**src/rtl/uart_loader_pkg.sv**
```systemverilog
// rtl/uart_loader_pkg.sv - shared types and constants for the UART program loader
package uart_loader_pkg;

   typedef enum logic [2:0] {
      LD_IDLE  = 3'd0,
      LD_LEN   = 3'd1,
      LD_DATA  = 3'd2,
      LD_CSUM  = 3'd3,
      LD_FLUSH = 3'd4,
      LD_DONE  = 3'd5,
      LD_ERROR = 3'd6
   } loader_state_t;

   localparam logic [1:0] ERR_NONE    = 2'd0;
   localparam logic [1:0] ERR_LEN     = 2'd1;
   localparam logic [1:0] ERR_OVERRUN = 2'd2;
   localparam logic [1:0] ERR_CSUM    = 2'd3;

   // Byte enables for a word whose highest filled lane is 'lane'.
   function automatic logic [3:0] lane_mask(input logic [1:0] lane);
      logic [3:0] m;
      case (lane)
         2'd0:    m = 4'b0001;
         2'd1:    m = 4'b0011;
         2'd2:    m = 4'b0111;
         default: m = 4'b1111;
      endcase
      return m;
   endfunction

endpackage

```
**src/rtl/uart_loader_if.sv**
```systemverilog
// rtl/uart_loader_if.sv - valid/ready memory write port of the UART program loader
interface uart_loader_if;

   logic        mem_valid;
   logic        mem_ready;
   logic [31:0] mem_addr;
   logic [31:0] mem_wdata;
   logic [3:0]  mem_wmask;

   modport master (
      output mem_valid,
      output mem_addr,
      output mem_wdata,
      output mem_wmask,
      input  mem_ready
   );

   modport slave (
      input  mem_valid,
      input  mem_addr,
      input  mem_wdata,
      input  mem_wmask,
      output mem_ready
   );

endinterface

```
**src/rtl/uart_loader_wbuf.sv**
```systemverilog
// rtl/uart_loader_wbuf.sv - single-entry write holding register driving the memory port
module uart_loader_wbuf #(
   parameter logic [31:0] BASE_ADDR = 32'h0000_0000
) (
   input  logic        clk,
   input  logic        reset,
   input  logic        load,
   input  logic [31:0] addr,
   input  logic [31:0] data,
   input  logic [3:0]  mask,
   output logic        full,
   output logic        mem_valid,
   input  logic        mem_ready,
   output logic [31:0] mem_addr,
   output logic [31:0] mem_wdata,
   output logic [3:0]  mem_wmask
);

   logic        valid_q, valid_d;
   logic [31:0] addr_q, addr_d;
   logic [31:0] data_q, data_d;
   logic [3:0]  mask_q, mask_d;

   // The caller only loads when empty or when the held write retires this
   // cycle, so the fields never change under a pending request.
   always_comb begin
      valid_d = valid_q;
      addr_d  = addr_q;
      data_d  = data_q;
      mask_d  = mask_q;
      if (load) begin
         valid_d = 1'b1;
         addr_d  = addr;
         data_d  = data;
         mask_d  = mask;
      end else if (valid_q && mem_ready) begin
         valid_d = 1'b0;
      end
   end

   // Holding register with synchronous reset.
   always_ff @(posedge clk) begin
      if (reset) begin
         valid_q <= 1'b0;
         addr_q  <= BASE_ADDR;
         data_q  <= 32'd0;
         mask_q  <= 4'd0;
      end else begin
         valid_q <= valid_d;
         addr_q  <= addr_d;
         data_q  <= data_d;
         mask_q  <= mask_d;
      end
   end

   assign full      = valid_q;
   assign mem_valid = valid_q;
   assign mem_addr  = addr_q;
   assign mem_wdata = data_q;
   assign mem_wmask = mask_q;

endmodule

```
**src/rtl/uart_loader.sv**
```systemverilog
// rtl/uart_loader.sv - UART byte-stream image loader (optional checksum: UART_LOADER_CHECKSUM_EN)
module uart_loader
   import uart_loader_pkg::*;
#(
   parameter logic [31:0] BASE_ADDR = 32'h0000_0000,
   parameter logic [31:0] MAX_BYTES = 32'h0001_0000
) (
   input  logic        clk,
   input  logic        reset,
   input  logic [7:0]  rx_data,
   input  logic        rx_valid,
   input  logic        start,
   uart_loader_if.master mem,
   output logic        busy,
   output logic        done,
   output logic [1:0]  error
);

   localparam logic [2:0] S_IDLE  = LD_IDLE;
   localparam logic [2:0] S_LEN   = LD_LEN;
   localparam logic [2:0] S_DATA  = LD_DATA;
   localparam logic [2:0] S_CSUM  = LD_CSUM;
   localparam logic [2:0] S_FLUSH = LD_FLUSH;
   localparam logic [2:0] S_DONE  = LD_DONE;
   localparam logic [2:0] S_ERROR = LD_ERROR;

`ifdef UART_LOADER_CHECKSUM_EN
   localparam logic [2:0] S_AFTER = S_CSUM;
`else
   localparam logic [2:0] S_AFTER = S_FLUSH;
`endif

   logic [2:0]  state_q, state_d;
   logic [31:0] len_q, len_d;
   logic [31:0] cnt_q, cnt_d;
   logic [1:0]  bidx_q, bidx_d;
   logic [31:0] asm_q, asm_d;
   logic [31:0] addr_q, addr_d;
   logic [1:0]  error_q, error_d;
`ifdef UART_LOADER_CHECKSUM_EN
   logic [7:0]  csum_q, csum_d;
   logic        csum_bad_q, csum_bad_d;
   logic        bad;
`endif

   logic [31:0] len_next;
   logic [31:0] asm_next;
   logic        last_byte;
   logic        word_done;
   logic        wb_full;
   logic        wb_load;
   logic        can_load;

   // Byte merge helpers: header byte into len, payload byte into its lane.
   always_comb begin
      len_next = len_q;
      len_next[{bidx_q, 3'b000} +: 8] = rx_data;
      asm_next = asm_q;
      asm_next[{cnt_q[1:0], 3'b000} +: 8] = rx_data;
      last_byte = ((cnt_q + 32'd1) == len_q);
      word_done = (cnt_q[1:0] == 2'b11) || last_byte;
      can_load  = !wb_full || mem.mem_ready;
   end

   // Loader FSM: header parse, word assembly, overrun detection, completion.
   always_comb begin
      state_d = state_q;
      len_d   = len_q;
      cnt_d   = cnt_q;
      bidx_d  = bidx_q;
      asm_d   = asm_q;
      addr_d  = addr_q;
      error_d = error_q;
      wb_load = 1'b0;
`ifdef UART_LOADER_CHECKSUM_EN
      csum_d     = csum_q;
      csum_bad_d = csum_bad_q;
      bad        = (rx_data != csum_q);
`endif
      case (state_q)
         S_IDLE, S_DONE, S_ERROR: begin
            if (start) begin
               state_d = S_LEN;
               error_d = ERR_NONE;
               addr_d  = BASE_ADDR;
               cnt_d   = 32'd0;
               bidx_d  = 2'd0;
               len_d   = 32'd0;
               asm_d   = 32'd0;
`ifdef UART_LOADER_CHECKSUM_EN
               csum_d     = 8'd0;
               csum_bad_d = 1'b0;
`endif
            end
         end
         S_LEN: begin
            if (rx_valid) begin
               len_d  = len_next;
               bidx_d = bidx_q + 2'd1;
               if (bidx_q == 2'd3) begin
                  if (len_next > MAX_BYTES) begin
                     state_d = S_ERROR;
                     error_d = ERR_LEN;
                  end else if (len_next == 32'd0) begin
                     state_d = S_AFTER;
                  end else begin
                     state_d = S_DATA;
                  end
               end
            end
         end
         S_DATA: begin
            if (rx_valid) begin
               cnt_d = cnt_q + 32'd1;
`ifdef UART_LOADER_CHECKSUM_EN
               csum_d = csum_q ^ rx_data;
`endif
               if (word_done) begin
                  if (can_load) begin
                     wb_load = 1'b1;
                     addr_d  = addr_q + 32'd4;
                     asm_d   = 32'd0;
                     if (last_byte) begin
                        state_d = S_AFTER;
                     end
                  end else begin
                     state_d = S_ERROR;
                     error_d = ERR_OVERRUN;
                  end
               end else begin
                  asm_d = asm_next;
               end
            end
         end
`ifdef UART_LOADER_CHECKSUM_EN
         S_CSUM: begin
            if (rx_valid) begin
               csum_bad_d = bad;
               if (can_load) begin
                  state_d = bad ? S_ERROR : S_DONE;
                  error_d = bad ? ERR_CSUM : error_q;
               end else begin
                  state_d = S_FLUSH;
               end
            end
         end
`endif
         S_FLUSH: begin
            if (can_load) begin
`ifdef UART_LOADER_CHECKSUM_EN
               if (csum_bad_q) begin
                  state_d = S_ERROR;
                  error_d = ERR_CSUM;
               end else begin
                  state_d = S_DONE;
               end
`else
               state_d = S_DONE;
`endif
            end
         end
         default: state_d = S_IDLE;
      endcase
   end

   // State registers with synchronous reset.
   always_ff @(posedge clk) begin
      if (reset) begin
         state_q <= S_IDLE;
         len_q   <= 32'd0;
         cnt_q   <= 32'd0;
         bidx_q  <= 2'd0;
         asm_q   <= 32'd0;
         addr_q  <= BASE_ADDR;
         error_q <= ERR_NONE;
`ifdef UART_LOADER_CHECKSUM_EN
         csum_q     <= 8'd0;
         csum_bad_q <= 1'b0;
`endif
      end else begin
         state_q <= state_d;
         len_q   <= len_d;
         cnt_q   <= cnt_d;
         bidx_q  <= bidx_d;
         asm_q   <= asm_d;
         addr_q  <= addr_d;
         error_q <= error_d;
`ifdef UART_LOADER_CHECKSUM_EN
         csum_q     <= csum_d;
         csum_bad_q <= csum_bad_d;
`endif
      end
   end

   uart_loader_wbuf #(
      .BASE_ADDR (BASE_ADDR)
   ) u_wbuf (
      .clk       (clk),
      .reset     (reset),
      .load      (wb_load),
      .addr      (addr_q),
      .data      (asm_next),
      .mask      (lane_mask(cnt_q[1:0])),
      .full      (wb_full),
      .mem_valid (mem.mem_valid),
      .mem_ready (mem.mem_ready),
      .mem_addr  (mem.mem_addr),
      .mem_wdata (mem.mem_wdata),
      .mem_wmask (mem.mem_wmask)
   );

   assign busy  = (state_q == S_LEN) || (state_q == S_DATA) ||
                  (state_q == S_CSUM) || (state_q == S_FLUSH);
   assign done  = (state_q == S_DONE);
   assign error = error_q;

endmodule

```
**src/flat_wrapper.sv**
```systemverilog
// flat-port wrapper written by rule: the top's interface ports become plain ports
module uart_loader_flat import uart_loader_pkg::*;
#(
   parameter logic [31:0] BASE_ADDR = 32'h0000_0000,
   parameter logic [31:0] MAX_BYTES = 32'h0001_0000
)
  (clk, reset, rx_data, rx_valid, start, busy, done, error, mem_mem_valid, mem_mem_addr, mem_mem_wdata, mem_mem_wmask, mem_mem_ready);
  uart_loader_if mem_i ();
  input  logic clk;
  input  logic reset;
  input  logic [7:0] rx_data;
  input  logic rx_valid;
  input  logic start;
  output logic busy;
  output logic done;
  output logic [1:0] error;
  output wire logic [$bits(mem_i.mem_valid)-1:0] mem_mem_valid;
  output wire logic [$bits(mem_i.mem_addr)-1:0] mem_mem_addr;
  output wire logic [$bits(mem_i.mem_wdata)-1:0] mem_mem_wdata;
  output wire logic [$bits(mem_i.mem_wmask)-1:0] mem_mem_wmask;
  input wire logic [$bits(mem_i.mem_ready)-1:0] mem_mem_ready;
  assign mem_mem_valid = mem_i.mem_valid;
  assign mem_mem_addr = mem_i.mem_addr;
  assign mem_mem_wdata = mem_i.mem_wdata;
  assign mem_mem_wmask = mem_i.mem_wmask;
  assign mem_i.mem_ready = mem_mem_ready;
  uart_loader #(.BASE_ADDR(BASE_ADDR), .MAX_BYTES(MAX_BYTES)) u_core (.clk(clk), .reset(reset), .rx_data(rx_data), .rx_valid(rx_valid), .start(start), .mem(mem_i), .busy(busy), .done(done), .error(error));
endmodule
```
**config.mk**
```make
export PLATFORM = sky130hd
export DESIGN_NAME = uart_loader_flat
export DESIGN_NICKNAME = d
export VERILOG_FILES = /design/src/rtl/uart_loader_pkg.sv /design/src/rtl/uart_loader_if.sv /design/src/rtl/uart_loader_wbuf.sv /design/src/rtl/uart_loader.sv /design/src/flat_wrapper.sv
export SDC_FILE = /design/constraint.sdc
export NUM_CORES = 1
export LEC_CHECK = 0
export BUFFER_PORTS_ARGS = -buffer_cell sky130_fd_sc_hd__buf_2
export CAP_MARGIN = 20
export CORE_AREA = 8 8 158 160
export DETAILED_ROUTE_END_ITERATION = 12
export DIE_AREA = 0 0 166 168
export PLACE_DENSITY = 0.66
export SYNTH_ARGS = -nofsm -noshare
export SYNTH_HDL_FRONTEND = slang
export SYNTH_SLANG_ARGS = --single-unit
```
**constraint.sdc**
```tcl
create_clock -name clk -period 3.9 [get_ports clk]
set_input_delay 1.17 -clock clk [delete_from_list [all_inputs] [get_ports clk]]
set_output_delay 1.17 -clock clk [all_outputs]
set_load 0.02 [all_outputs]
```
## Word-level counts from Yosys, hierarchy flattened

Index checks and enable logic that the tools add are counted.

| word-level totals | value |
|---|---|
| register bits | 204 |
| bits in latches | 0 |
| RAM bits | 0 |
| memory bits (read-only) | 0 |
| input port bits | 13 |
| output and inout port bits | 73 |
| word-level logic and storage cells | 107 |
| memories | 0 |

| cells by class | value |
|---|---|
| $add $sub $neg | 5 |
| multiply operators | 0 |
| divide/modulo/power cells | 0 |
| order comparisons | 1 |
| equality and inequality tests | 22 |
| shift-type cells | 4 |
| multiplexer cells | 43 |
| bitwise operators | 0 |
| reductions and logical operators | 21 |

Operators by type and width:

| operator | count |
|---|---|
| 2-to-1 mux 32 bit | 9 |
| case mux 32 bit (2 select lines) | 4 |
| bitwise mux 32 bit | 2 |
| variable shift 8 x 7 -> 32 bit (first input constant) | 2 |
| indexed part select 8 x 7 -> 32 bit | 2 |
| adder 32 x 1 -> 32 bit (second input constant) | 1 |
| adder 32 x 3 -> 32 bit (second input constant) | 1 |
| equality test 32 bit | 1 |
| > comparator 32 x 17 -> 1 bit (second input constant) | 1 |
| logical NOT 32 bit | 1 |
| 2-to-1 mux 3 bit | 10 |
| 2-to-1 mux 2 bit | 8 |
| negation 5 -> 7 bit | 2 |
| case mux 3 bit (4 select lines) | 1 |
| case mux 4 bit (3 select lines) | 1 |
| != test 2 x 1 -> 1 bit (second input constant) | 5 |
| equality test 3 bit (second input constant) | 3 |
| != test 2 bit (second input constant) | 4 |
| AND reduction 8 bit | 1 |
| AND reduction 7 bit | 1 |
| equality test 2 bit (second input constant) | 3 |
| equality test 3 x 2 -> 1 bit (second input constant) | 2 |
| 2-to-1 mux 1 bit | 6 |
| case mux 2 bit (3 select lines) | 1 |
| 17 further kinds | 24 |

## Logic depth before layout (Yosys ltp)

Gate-level depths: netlist (run 1).

| logic depth | value |
|---|---|
| depth after elaboration | 9 |
| depth in mapped cells | 14 |
| depth with buffers taken out | 11 |

## Modules after synthesis

A second synthesis (run 1) with hierarchy kept.

| second synthesis, totals | value |
|---|---|
| cells, all modules | 1270 |
| area, all modules | 10387.5 um^2 |

By module, submodules not included:

| module | times used | cells each | area an instance (um^2) | sequential area each (um^2) |
|---|---|---|---|---|
| uart_loader | 1 | 1045 | 7938.9 | 2662.6 |
| uart_loader_wbuf | 1 | 225 | 2448.6 | 1381.3 |

## Worst setup path before layout (run 1)

OpenSTA, ideal clock, no wires.

| path | value |
|---|---|
| path type | register to register |
| from | register u_core.cnt_q[1] |
| to | register u_core.u_wbuf.data_q[17] (netlist: u_core.u_wbuf.mem_wdata[17]) |
| library setup time | 0.146 ns |
| arrival | 3.241 ns |
| data required time | 3.754 ns |
| path slack | 0.513 ns |
| stages on the path, launching flop included | 12 |
| buffers on the path | 2 |
| clock period less this slack | 3.387 ns |
| path through | dfxtp_1 > ha_1 > nand4_1 > or4_1 > a211oi_1 > o32ai_1 > or4_4 > o31ai_4 > and3_1 > buf_4 > buf_2 > a211oi_2 |

| on the way | value |
|---|---|
| word-level cells in the longest chain between the ends | 6 |
| elaborated cells between the ends (all ways) | 11 |
| classes of those cells | 2 x add/sub; 2 x eq/ne; 2 x shift; 4 x mux; 1 x reduce/logical |

Ends and longest elaborated chain:

| item | RTL line | text |
|---|---|---|
| start, declared | uart_loader.sv:35 | `logic [31:0] cnt_q, cnt_d;` |
| start signal, assigned | uart_loader.sv:183 | `cnt_q <= cnt_d;` |
| adder 32 x 1 -> 32 bit | uart_loader.sv:60 | `last_byte = ((cnt_q + 32'd1) == len_q);` |
| equality test 32 bit | uart_loader.sv:60 |  |
| logical OR 1 bit | uart_loader.sv:61 | `word_done = (cnt_q[1:0] == 2'b11) \|\| last_byte;` |
| 2-to-1 mux 1 bit | uart_loader.sv:118 | `if (word_done) begin` |
| 2-to-1 mux 1 bit | uart_loader.sv:113 | `if (rx_valid) begin` |
| 2-to-1 mux 1 bit | uart_loader.sv:80 | `case (state_q)` |
| end signal, assigned | uart_loader_wbuf.sv:51 | `data_q <= data_d;` |
| end, declared | uart_loader_wbuf.sv:21 | `logic [31:0] data_q, data_d;` |

Parallel ways exist; a longest one is shown, timed or not.
A chain may end at the register's enable or synchronous reset.

## Worst setup path in the final report (run 1)

| path | value |
|---|---|
| from | register u_core.cnt_q[12] |
| to | register u_core.addr_q[28] |

| on the way | value |
|---|---|
| word-level cells in the longest chain between the ends | 5 |

Ends and longest elaborated chain:

| item | RTL line | text |
|---|---|---|
| adder 32 x 1 -> 32 bit | uart_loader.sv:60 |  |
| equality test 32 bit | uart_loader.sv:60 |  |
| logical OR 1 bit | uart_loader.sv:61 |  |
| != test 2 x 1 -> 1 bit (no source line) | - |  |
| AND reduction 5 bit (no source line) | - |  |
| end signal, assigned | uart_loader.sv:186 | `addr_q <= addr_d;` |
| end, declared | uart_loader.sv:38 | `logic [31:0] addr_q, addr_d;` |

Every way passes these cells.

==> flow_summary.json, run 1 <==
{
  "nets": 1273,
  "start_util": 0.444,
  "worst_pin_slew_ns": 1.04,
  "synth_warnings": 0,
  "hold_violations": 0,
  "die_area_um2": 27900,
  "cts.sinks": 200,
  "yosysSeqAreaShare": 0.403,
  "wl_per_cell_um": 18.4,
  "antenna_found_initial": 0,
  "max-cap-violations": 0,
  "finalWirelength_mm": 28.4,
  "p_leak_nw": 3.96,
  "drc": 0,
  "avgSynthCellArea_um2": 8.33,
  "rows": 55,
  "synth_top_area_share": 0.403,
  "synthArstFlopShare": 0,
  "n_antenna_cell": 0,
  "reg2regPathDepth": 10,
  "start_kind": "register",
  "num_vias": 9201,
  "drt_iter0_drc": 708,
  "outcome": "finished, final reports clean",
  "ir_drop_mv": 0.312,
  "cts_max_path_buffers": 2,
  "htree_levels": 4,
  "crit_arrival_ns": 4.08,
  "dp_slack_ns": 0.0925,
  "viasPerCell": 5.96,
  "power.density_nw_per_um2": 447,
  "die_y_um": 168,
  "hold_slack_ns": 0.452,
  "gp_congestion": 0.864,
  "grt_max_degree": 64,
  "final_cell_mix": "199 x dfxtp_1, 127 x nand2_1, 112 x a21oi_1",
  "grt_usage": 0.201,
  "dp_hpwl_mm": 19.8,
  "fmax_mhz": 269,
  "clock_latency_ns": 0.44,
  "core_area_um2": 22400,
  "fin_crit_sh": 0.954,
  "numCtsBuffers": 17,
  "rsz0062_at_grt": "no",
  "mostFrequentLayoutCell": "dfxtp_1",
  "cts.clk_slew.worst_paths_ns": 0.08,
  "netlist_instances": 1192,
  "cp-end-kind": "register",
  "path_max_fanout": 27,
  "ant_nets": 0,
  "setup_ws_ns": 0.179,
  "synth_edf_count": 0,
  "slew-limit-headroom": 0.307,
  "post-route-min-period_ns": 3.72,
  "drv_slew": 0,
  "first_pass_iters": 5,
  "drive_above_1_share": 0.160,
  "finalSetupViolCount": 0,
  "synth.area.top_cells": "dfxtp_1 40%, a21oi_1 5.6%, nand2_1 4.8%, nor2_1 3.6%, xnor2_1 3.3%",
  "dieWidth_um": 166,
  "synthFlopType": "dfxtp_1",
  "tns_ns": 0,
  "syn2layout_area_growth_pct": 13.9,
  "netlist_area_um2": 9930,
  "critical_path_class": "reg -> reg",
  "grt_pass1_vias": 8906,
  "grt_first_pass_wirelength_mm": 46.8,
  "port_buffers": 83,
  "ys_types": 66,
  "synth.largest_area_cell": "dfxtp_1",
  "finClkSkew_ns": 0.0139,
  "cts_tree": "built",
  "min_path_type": "reg -> reg",
  "worstPathRequired_ns": 4.26,
  "ios": 86,
  "cts_hold_buffers": 0,
  "ys_seq_elements": 200,
  "holdPathStages": 2,
  "overflow": 0,
  "ctsRootBufferMaster": "clkbuf_16"
}
state kept, by name, indices dropped and copies added, names as in the netlist:
register	cells
u_core.addr_q	30
u_core.asm_q	32
u_core.bidx_q	2
u_core.cnt_q	32
u_core.error	2
u_core.len_q	32
u_core.state_q	3
u_core.u_wbuf.full	1
u_core.u_wbuf.mem_addr	30
u_core.u_wbuf.mem_wdata	32
u_core.u_wbuf.mem_wmask	4
cell families after synthesis:
kind of cell,synth area share
simple gates,0.234
compound gates,0.249
xor+xnor,0.0441
mux,0.00202
buf+inv,0.0499
other cells,0.000378
flops,0.403
fa+ha+maj,0.0176
worst paths after layout:
kind	to	start	slack, ns
worst max register to register	u_core.addr_q[28]	u_core.cnt_q[12]	0.18
worst max-delay path	u_core.addr_q[28]	u_core.cnt_q[12]	0.18
worst min-delay path	u_core.u_wbuf.mem_addr[14]	u_core.u_wbuf.mem_addr[14]	0.45
worst min register to register	u_core.u_wbuf.mem_addr[14]	u_core.u_wbuf.mem_addr[14]	0.45
what timing repair did:
action,CTS,global route
resized for setup,0,5
setup endpoints to repair,0,80
hold endpoints to repair,0,0
buffers inserted,0,1
metrics by stage:
step,power (mW),cells,instance area [um^2],utilization
2_1_floorplan,2.91,1193,9930,-
3_3_place_gp,3.25,1511,10700,0.478
3_5_place_dp,3.25,1511,10700,0.478
4_1_cts,5.06,1543,11300,0.505
5_1_grt,5.28,1544,11300,0.506
6_report,5.06,1544,11300,0.506
report_power, final:
part / internal, mW / switching [mW] / total, mW
clock network: 0.923 / 0.900 / 1.82
logic: 0.327 / 0.756 / 1.08
registers: 2.09 / 0.0633 / 2.15
total: 3.34 / 1.72 / 5.06
cell usage after synthesis (3+ instances only):
library cell and n:
o21ai_1 4, a211oi_1 19, a211oi_2 23, buf_6 3
ha_1 14, nor2_1 96, clkbuf_1 64, and4_1 9
o21ai_0 45, buf_1 7, xor2_1 13, a21oi_1 112
nand4_1 34, o22ai_1 3, dfxtp_1 200, o2bb2ai_1 32
a22o_1 31, a31oi_1 19, o311ai_0 3, nor3_1 27
nor4_1 24, xnor2_1 37, or3_1 7, or4_1 18
o211ai_1 14, a311oi_1 10, o211a_1 3, nand2_1 127
nand3_1 36, buf_4 6, inv_1 16, and2_1 6
nor2b_1 37, o31ai_1 11, nand2b_1 11, and3_1 9
a41oi_1 4, buf_2 18
critical path: stages, from the launching register on:
cell,delay [ns]
dfxtp_1,0.48
nand4_2,0.23
or4_1,0.65
o41ai_1,0.39
nand4_1,0.13
or4_4,0.48
o31ai_4,0.27
buf_8,0.23
nand2_1,0.16
or4_1,0.42
a31oi_1,0.19
per-layer routing:
layer | wire length, um | up-vias | GRT usage
met3 | 1610 | 50 | 0.0348
met2 | 13000 | 302 | 0.328
met5 | 0 | - | 0
met4 | 647 | 0 | 0.0767
met1 | 13200 | 4378 | 0.263
li1 | - | 4471 | -
area by class of cell:
cell class / instances / area [um^2]
fill: 2137 / 11000
multi-input combinational: 879 / 5460
sequential: 200 / 4010
timing repair buffer: 132 / 831
clock buffer: 17 / 425
tap: 285 / 357
clock inverter: 15 / 176
inverter: 16 / 60.1
Note: power is estimated with default switching activity, not from simulation.
==> inputs of run 2 (changes only) <==
Settings changed: CTS_BUF_LIST set to sky130_fd_sc_hd__clkbuf_2 sky130_fd_sc_hd__clkbuf_4 sky130_fd_sc_hd__clkbuf_8.
==> run 2 against run 1 <==
Die area unchanged. Largest cell class unchanged. Final cell count is the same. Register-to-register slack about the same. Sequential share of layout area is 0.61 points higher. Sequential power about the same. Flip-flop and latch count unchanged. Combinational power barely moved. Count of clock-buffer cells in the layout did not move.
==> flow_summary.json, run 2 (synthesis results as in run 1) <==
{
  "drv_slew": 0,
  "cts.sinks": 200,
  "post-route-min-period_ns": 3.72,
  "worstPathRequired_ns": 4.29,
  "finClkSkew_ns": 0.0188,
  "path_max_fanout": 19,
  "placed_cells": 1511,
  "dieWidth_um": 166,
  "worst_pin_slew_ns": 1.04,
  "antenna_found_initial": 0,
  "n_antenna_cell": 0,
  "drc": 0,
  "rows": 55,
  "final_cell_mix": "199 x dfxtp_1, 127 x nand2_1, 112 x a21oi_1",
  "fmax_mhz": 269,
  "final-seq-area_um2": 4010,
  "final_cells": 1544,
  "clock_latency_ns": 0.49,
  "slew-limit-headroom": 0.302,
  "wl_met2_mm": 12.9,
  "dp_slack_ns": 0.0925,
  "cts_max_path_buffers": 2,
  "finalWirelength_mm": 28.3,
  "wl_met3_mm": 1.57,
  "mostFrequentLayoutCell": "dfxtp_1",
  "num_vias": 9199,
  "rsz0062_at_grt": "no",
  "n_fill_cell": 2161,
  "ios": 86,
  "nets": 1273,
  "dp_hpwl_mm": 19.8,
  "die_y_um": 168,
  "ant_nets": 0,
  "ctsRootBufferMaster": "clkbuf_8",
  "drt_iter0_drc": 731,
  "p_leak_nw": 3.88,
  "fin_crit_sh": 0.953,
  "power.density_nw_per_um2": 416,
  "grt_first_pass_wirelength_mm": 46.7,
  "outcome": "finished, final reports clean",
  "first_pass_iters": 6,
  "finalSetupViolCount": 0,
  "start_kind": "register",
  "syn2layout_area_growth_pct": 12.0,
  "grt_max_degree": 64,
  "start_util": 0.444,
  "min_path_type": "reg -> reg",
  "overflow": 0,
  "numCtsBuffers": 17,
  "multiInputGateArea_um2": 5460,
  "port_buffers": 83,
  "setup_ws_ns": 0.182,
  "utilization": 0.497,
  "gp_congestion": 0.864,
  "grt_pass1_vias": 8856,
  "die_area_um2": 27900,
  "viasPerCell": 5.96,
  "hold_violations": 0,
  "wl_per_cell_um": 18.4,
  "cts.clk_slew.worst_paths_ns": 0.11,
  "htree_levels": 4,
  "max-cap-violations": 0,
  "crit_arrival_ns": 4.11,
  "ir_drop_mv": 0.270,
  "drt-met1-wl_mm": 13.2,
  "cts_hold_buffers": 0,
  "dr.max_layer_used": "met4",
  "cts_tree": "built",
  "total_power_mw": 4.63,
  "drive_above_1_share": 0.160,
  "cp-end-kind": "register",
  "tns_ns": 0,
  "grt_usage": 0.201,
  "critical_path_class": "reg -> reg",
  "core_area_um2": 22400
}
==> run 2: cell counts in the layout (fill, tap and decap cells not counted) <==
Identical to the previous run, type by type.
==> run 2: metal layers <==
layer  up-vias  track usage
met1      4377        0.262
met5         -            0
li1       4478            -
met3        49       0.0341
met2       295        0.325
met4         0       0.0802
==> run 2: critical path, cell delays in order (launching register included) <==
cell	delay, ns
dfxtp_1	0.49
nand4_2	0.23
or4_1	0.65
o41ai_1	0.39
nand4_1	0.13
or4_4	0.48
o31ai_4	0.27
and3_4	0.44
buf_4	0.26
nor2_1	0.05
a211oi_1	0.23
==> run 2: repair_timing <==
item                       4_1_cts  5_1_grt
setup endpoints to repair        0       85
buffers inserted                 0        1
resized for setup                0        5
==> run 2: final timing paths <==
| kind | start | endpoint | slack (ns) | depth (start not counted) |
|---|---|---|---|---|
| hold / removal | u_core.u_wbuf.mem_addr[14] | u_core.u_wbuf.mem_addr[14] | 0.46 | 2 |
| setup reg to reg | u_core.cnt_q[12] | u_core.u_wbuf.mem_wdata[7] | 0.18 | 10 |
| hold reg to reg | u_core.u_wbuf.mem_addr[14] | u_core.u_wbuf.mem_addr[14] | 0.46 | 2 |
| setup / recovery | u_core.cnt_q[12] | u_core.u_wbuf.mem_wdata[7] | 0.18 | 10 |
==> run 2: final cells by class <==
| cell class | count | area share |
|---|---|---|
| clock buffers | 17 | 0.0210 |
| inverters | 16 | 0.00540 |
| flip-flops and latches | 200 | 0.360 |
| multi-input cells | 879 | 0.491 |
| clock inverters | 15 | 0.0159 |
| well taps | 285 | 0.0321 |
| repair buffers | 132 | 0.0747 |
==> run 2: power breakdown <==
group	internal (mW)	switching, mW
combinational	0.327	0.754
clock	0.546	0.850
sequential	2.09	0.0628
==> run 2: through the flow <==
stage / hold slack (ns) / area [um^2]
after floorplan: 0.425 / 9930
after global placement: 0.436 / 10700
after detailed placement: 0.439 / 10700
after CTS: 0.459 / 11100
after global routing: 0.475 / 11100
final: 0.456 / 11100
